$ cat src/rtl/pipelined_adder_sub.sv
// ============================================================================
// pipelined_adder_sub
// ----------------------------------------------------------------------------
// Pipelined two's-complement adder/subtractor. The carry chain is split into
// STAGES chunks of CW = WIDTH/STAGES bits. Each stage adds one chunk and
// registers the result. Backpressure from the output side stalls every stage
// at once.
//
// Parameters
//   WIDTH   operand/result width; must be an integer multiple of STAGES
//   STAGES  number of pipeline stages (1..WIDTH); latency equals STAGES
//
// Ports
//   clk        single clock, rising edge
//   rst        synchronous active-high reset; clears all state
//   in_valid   operand beat valid
//   in_ready   block can accept a beat this cycle (= not stalled)
//   a, b       operands
//   cin        carry-in (add mode only)
//   sub        0: a + b + cin ; 1: a - b (cin ignored)
//   out_valid  result beat valid
//   out_ready  downstream accepts the result this cycle
//   sum        result, mod 2^WIDTH
//   cout       carry out of the MSB (in sub mode 1 = no borrow)
//   ovf        signed overflow of the operation
// ============================================================================
module pipelined_adder_sub #(
    parameter int WIDTH  = 32,
    parameter int STAGES = 4
) (
    input  logic             clk,
    input  logic             rst,
    input  logic             in_valid,
    output logic             in_ready,
    input  logic [WIDTH-1:0] a,
    input  logic [WIDTH-1:0] b,
    input  logic             cin,
    input  logic             sub,
    output logic             out_valid,
    input  logic             out_ready,
    output logic [WIDTH-1:0] sum,
    output logic             cout,
    output logic             ovf
);

    localparam int CW  = WIDTH / STAGES;
    localparam int MSB = WIDTH - 1;

    generate
        if ((STAGES < 1) || (STAGES > WIDTH) || ((WIDTH % STAGES) != 0)) begin : g_bad_params
            $error("pipelined_adder_sub: WIDTH must be a multiple of STAGES and 1 <= STAGES <= WIDTH");
        end
    endgenerate

    // ------------------------------------------------------------------------
    // Pipeline registers, one entry per stage.
    //
    // r_acc packs the already-computed sum chunks (low end) together with the
    // not-yet-added chunks of operand a (high end). After stage k, chunks
    // 0..k hold sum bits and chunks k+1.. still hold a bits, so after the last
    // stage r_acc is the complete sum.
    //
    // r_bx carries the (possibly inverted) b operand down the pipe; its MSB
    // is also needed at the end for the overflow flag.
    //
    // r_amsb keeps the original MSB of a, since r_acc overwrites it with the
    // sum MSB in the final stage.
    // ------------------------------------------------------------------------
    logic             r_valid [STAGES];
    logic [WIDTH-1:0] r_acc   [STAGES];
    logic [WIDTH-1:0] r_bx    [STAGES];
    logic             r_carry [STAGES];
    logic             r_amsb  [STAGES];

    // Stage inputs: ports for stage 0, previous registers otherwise.
    logic             w_valid_in [STAGES];
    logic [WIDTH-1:0] w_acc_in   [STAGES];
    logic [WIDTH-1:0] w_bx_in    [STAGES];
    logic             w_carry_in [STAGES];
    logic             w_amsb_in  [STAGES];

    // Global stall: the last stage holds an unaccepted result, so nothing in
    // the pipe may move.
    logic w_stall;

    assign w_stall  = r_valid[STAGES-1] && !out_ready;
    assign in_ready = !w_stall;

    genvar gi;
    generate
        for (gi = 0; gi < STAGES; gi++) begin : g_stage
            logic [CW:0]      w_chunk_sum;
            logic [WIDTH-1:0] w_acc_next;

            if (gi == 0) begin : g_src_port
                // Subtraction as a + ~b + 1: invert b and force the carry-in.
                assign w_valid_in[gi] = in_valid;
                assign w_acc_in[gi]   = a;
                assign w_bx_in[gi]    = sub ? ~b : b;
                assign w_carry_in[gi] = sub ? 1'b1 : cin;
                assign w_amsb_in[gi]  = a[MSB];
            end else begin : g_src_reg
                assign w_valid_in[gi] = r_valid[gi-1];
                assign w_acc_in[gi]   = r_acc[gi-1];
                assign w_bx_in[gi]    = r_bx[gi-1];
                assign w_carry_in[gi] = r_carry[gi-1];
                assign w_amsb_in[gi]  = r_amsb[gi-1];
            end

            // Chunk adder for this stage; the extra top bit is the chunk carry.
            assign w_chunk_sum = {1'b0, w_acc_in[gi][gi*CW +: CW]}
                               + {1'b0, w_bx_in[gi][gi*CW +: CW]}
                               + {{CW{1'b0}}, w_carry_in[gi]};

            // Replace chunk gi of the accumulator (an a chunk) with its sum.
            always_comb begin
                w_acc_next                 = w_acc_in[gi];
                w_acc_next[gi*CW +: CW]    = w_chunk_sum[CW-1:0];
            end

            // Valid always advances when not stalled so bubbles flow through.
            // Data only loads behind a valid beat, which keeps the data path
            // quiet during bubbles and keeps undriven inputs out of the pipe.
            always_ff @(posedge clk) begin
                if (rst) begin
                    r_valid[gi] <= 1'b0;
                    r_acc[gi]   <= '0;
                    r_bx[gi]    <= '0;
                    r_carry[gi] <= 1'b0;
                    r_amsb[gi]  <= 1'b0;
                end else if (!w_stall) begin
                    r_valid[gi] <= w_valid_in[gi];
                    if (w_valid_in[gi]) begin
                        r_acc[gi]   <= w_acc_next;
                        r_bx[gi]    <= w_bx_in[gi];
                        r_carry[gi] <= w_chunk_sum[CW];
                        r_amsb[gi]  <= w_amsb_in[gi];
                    end
                end
            end
        end
    endgenerate

    // ------------------------------------------------------------------------
    // Outputs come straight from the last stage, so they are stable while
    // stalled.
    // Overflow: both addends share a sign and the sum's sign differs.
    // ------------------------------------------------------------------------
    assign out_valid = r_valid[STAGES-1];
    assign sum       = r_acc[STAGES-1];
    assign cout      = r_carry[STAGES-1];
    assign ovf       = (r_amsb[STAGES-1] == r_bx[STAGES-1][MSB])
                    && (r_acc[STAGES-1][MSB] != r_amsb[STAGES-1]);

    // Only the MSB of the final-stage b copy feeds the overflow flag.
    generate
        if (WIDTH > 1) begin : g_bx_tail
            logic w_unused_bx_low;
            assign w_unused_bx_low = ^r_bx[STAGES-1][MSB-1:0];
        end
    endgenerate

endmodule

$ cat config.mk
export PLATFORM = sky130hd
export DESIGN_NAME = pipelined_adder_sub
export DESIGN_NICKNAME = d
export VERILOG_FILES = /design/src/rtl/pipelined_adder_sub.sv
export SDC_FILE = /design/constraint.sdc
export NUM_CORES = 1
export LEC_CHECK = 0
export BUFFER_PORTS_ARGS = -buffer_cell sky130_fd_sc_hd__buf_4
export CORE_UTILIZATION = 50
export DETAILED_ROUTE_END_ITERATION = 10
export HOLD_SLACK_MARGIN = 0.1
export PLACE_DENSITY = 0.7
export SLEW_MARGIN = 20
export SYNTH_ARGS = -nofsm -noshare
export SYNTH_HDL_FRONTEND = slang
export SYNTH_SLANG_ARGS = --single-unit
$ cat constraint.sdc
create_clock -name clk -period 9.05 [get_ports clk]
set_input_delay 0 -clock clk [delete_from_list [all_inputs] [get_ports clk]]
set_output_delay 0 -clock clk [all_outputs]
set_load 0.005 [all_outputs]
==> reports/results.ini <==
[setup_path]
crit_arrival_ps=2630
worst_setup_path_start_kind=register
endpoint_kind=register
criticalPathCategory=register to register
crit_fanout=4
required_ps=9330

[place]
hpwlAfterDp_um=9760
gp_congestion=0.809
port_buffers=105
dp_cells=940

[die]
floorplan.initialDensity=0.518
die_area_um2=17900
num_io_pins=106
die_height_um=134
coreArea_um2=16800
die_x_um=134
rows=47

[clock_tree]
cts-hold-fix-buffers=52
clock_latency_ps=410
ctsResizeCount=0
post_cts_buffers=0
path_clk_slew_ps=70
root_buffer=clkbuf_16
cts_max_path_buffers=2
htree_num_levels=4
cts_buffers=17
cts.sinks=189
cts_tree=done

[timing]
setup_tns_ps=0
tightest_slew_ps=969
hold_viol=0
relSlewSlack=0.353
max_freq_mhz=425
period_share=0.260
drv_slew=0
clock_skew_ps=9.26
fin_crit_ps=2360
setup_viol=0
rsz0062_at_grt=false

[synth]
synthTopCellsByCount=189 x edfxtp_1, 129 x and2_1, 42 x nor2_1, 28 x ha_1, 26 x xnor2_1
syn_inst=635
synth_flop_cell=edfxtp_1
synth_nets=741
synth_top_cell_by_area=edfxtp_1
synth_edf_count=189
yosysSeqAreaShare=0.654
synth_top_area_share=0.654
syn_area_per_cell_um2=13.7
yosys_warnings=0
syn_area_um2=8680
synth.most_common_cell=edfxtp_1
ys_ff_latch=189
async_flop_share=0
synth_area_leaders=edfxtp_1 65%, and2_1 9.3%, ha_1 4.0%, xnor2_1 2.6%, fa_1 1.8%
ys_types=46

[global_route]
grt_max_degree=52
antenna_found_initial=0
grt_usage=0.177
grt_overflow=0
grt_pass1_wl_um=24200
grt_pass1_vias=5054

[final_layout]
fin_cells=1025
antenna_cells=0
ff_latch_area_um2=5680
layout-drive-gt1-share=0.184
num-fill-cells=1249
syn_to_final_growth_pct=24.6
multi_input_area_um2=2840
nNetsFinal=898

[status]
status=complete, no violations

[detailed_routing]
drtIter0Drc=209
drc_errors=0
dr.pass1.iters=5
wl_per_cell_um=14.3
via_per_inst=5.00
postRouteAntennaNets=0
finalWirelength_um=14700
vias=5122

[power]
power_density_nw_per_um2=184
irDropWorstVdd_v=0.000145
p_leak_nw=4.37

[run]
drv_cap=0

[hold_path]
hp-class=input port to register

flip-flops by register name, indices dropped and copies added, names as in the netlist:
signal	flops
r_amsb	4
r_valid	4
r_bx	49
r_acc	128
r_carry	4
worst paths after layout:
path                 start      endpoint  slack [ps]  cells after the start
max          r_carry[0][0]  r_acc[1][14]        6690                      7
min reg2reg    r_bx[0][31]   r_bx[1][31]         510                      1
max reg2reg  r_carry[0][0]  r_acc[1][14]        6690                      7
min                    cin   r_acc[0][0]         140                      4
critical path, stage by stage, from the launching register on:
cell and delay, ps:
edfxtp_1 410, fa_1 500, inv_1 110, fa_1 230
nor2b_4 60, o31a_1 290, or4_1 520, nand3_1 100
layer usage:
metal | up-vias | global-route usage | wire length, um
li1 | 2580 | - | -
met1 | 2386 | 0.216 | 6620
met2 | 134 | 0.298 | 7230
met3 | 22 | 0.0415 | 515
met4 | 0 | 0.0770 | 330
met5 | - | 0 | 0
layout by cell type, fill, tap and decap left out, types with 6 or more instances in the layout:
cell type        n
xnor2_1         26
and2_1         129
nand2_1         17
xor2_1          10
fa_1             8
nor2_1          42
nor2b_1          9
buf_4          107
inv_1           21
edfxtp_1       189
a21oi_1         18
nand2b_1         6
o21ai_0         14
clkbuf_16       17
dlygate4sd3_1   52
o21a_1          10
nand3_1         11
a211oi_1         7
ha_1            28
a21o_1           6
final cells by class:
class | instances | share of cell area
inverter | 24 | 0.00856
timing repair buffer | 160 | 0.125
clock buffer | 19 | 0.0400
sequential | 189 | 0.525
clock inverter | 13 | 0.0130
multi-input combinational | 400 | 0.263
tap | 220 | 0.0255
metrics by stage:
stage	setup WS [ps]	hold WS [ps]	instance area, um2	utilization	total power, mW
2_1_floorplan	3860	103	8680	-	1.19
3_3_place_gp	6590	280	9680	0.578	1.26
5_1_grt	6570	149	10800	0.645	2.07
4_1_cts	6640	115	10800	0.643	2.00
6_report	6690	137	10800	0.645	1.99
3_5_place_dp	6500	282	9680	0.578	1.27
cell families (layout without fill, tap and decap cells):
| family | count (synthesis) | count (layout) | share of synthesized area |
|---|---|---|---|
| xor gates and xnor gates | 36 | 36 | 0.0363 |
| DFF | 189 | 189 | 0.654 |
| AOI/OAI and AO/OA | 76 | 76 | 0.0583 |
| muxes | 2 | 2 | 0.00231 |
| adders and majority gates | 36 | 36 | 0.0588 |
| buffers and inverters | 46 | 216 | 0.0221 |
| and+or+nand+nor | 250 | 250 | 0.168 |
power by group:
group          internal [mW]  switching (mW)
registers               1.03          0.0160
logic                  0.110           0.116
clock network          0.409           0.312
total                   1.55           0.443
No activity file was read; power rests on OpenSTA's default activity.
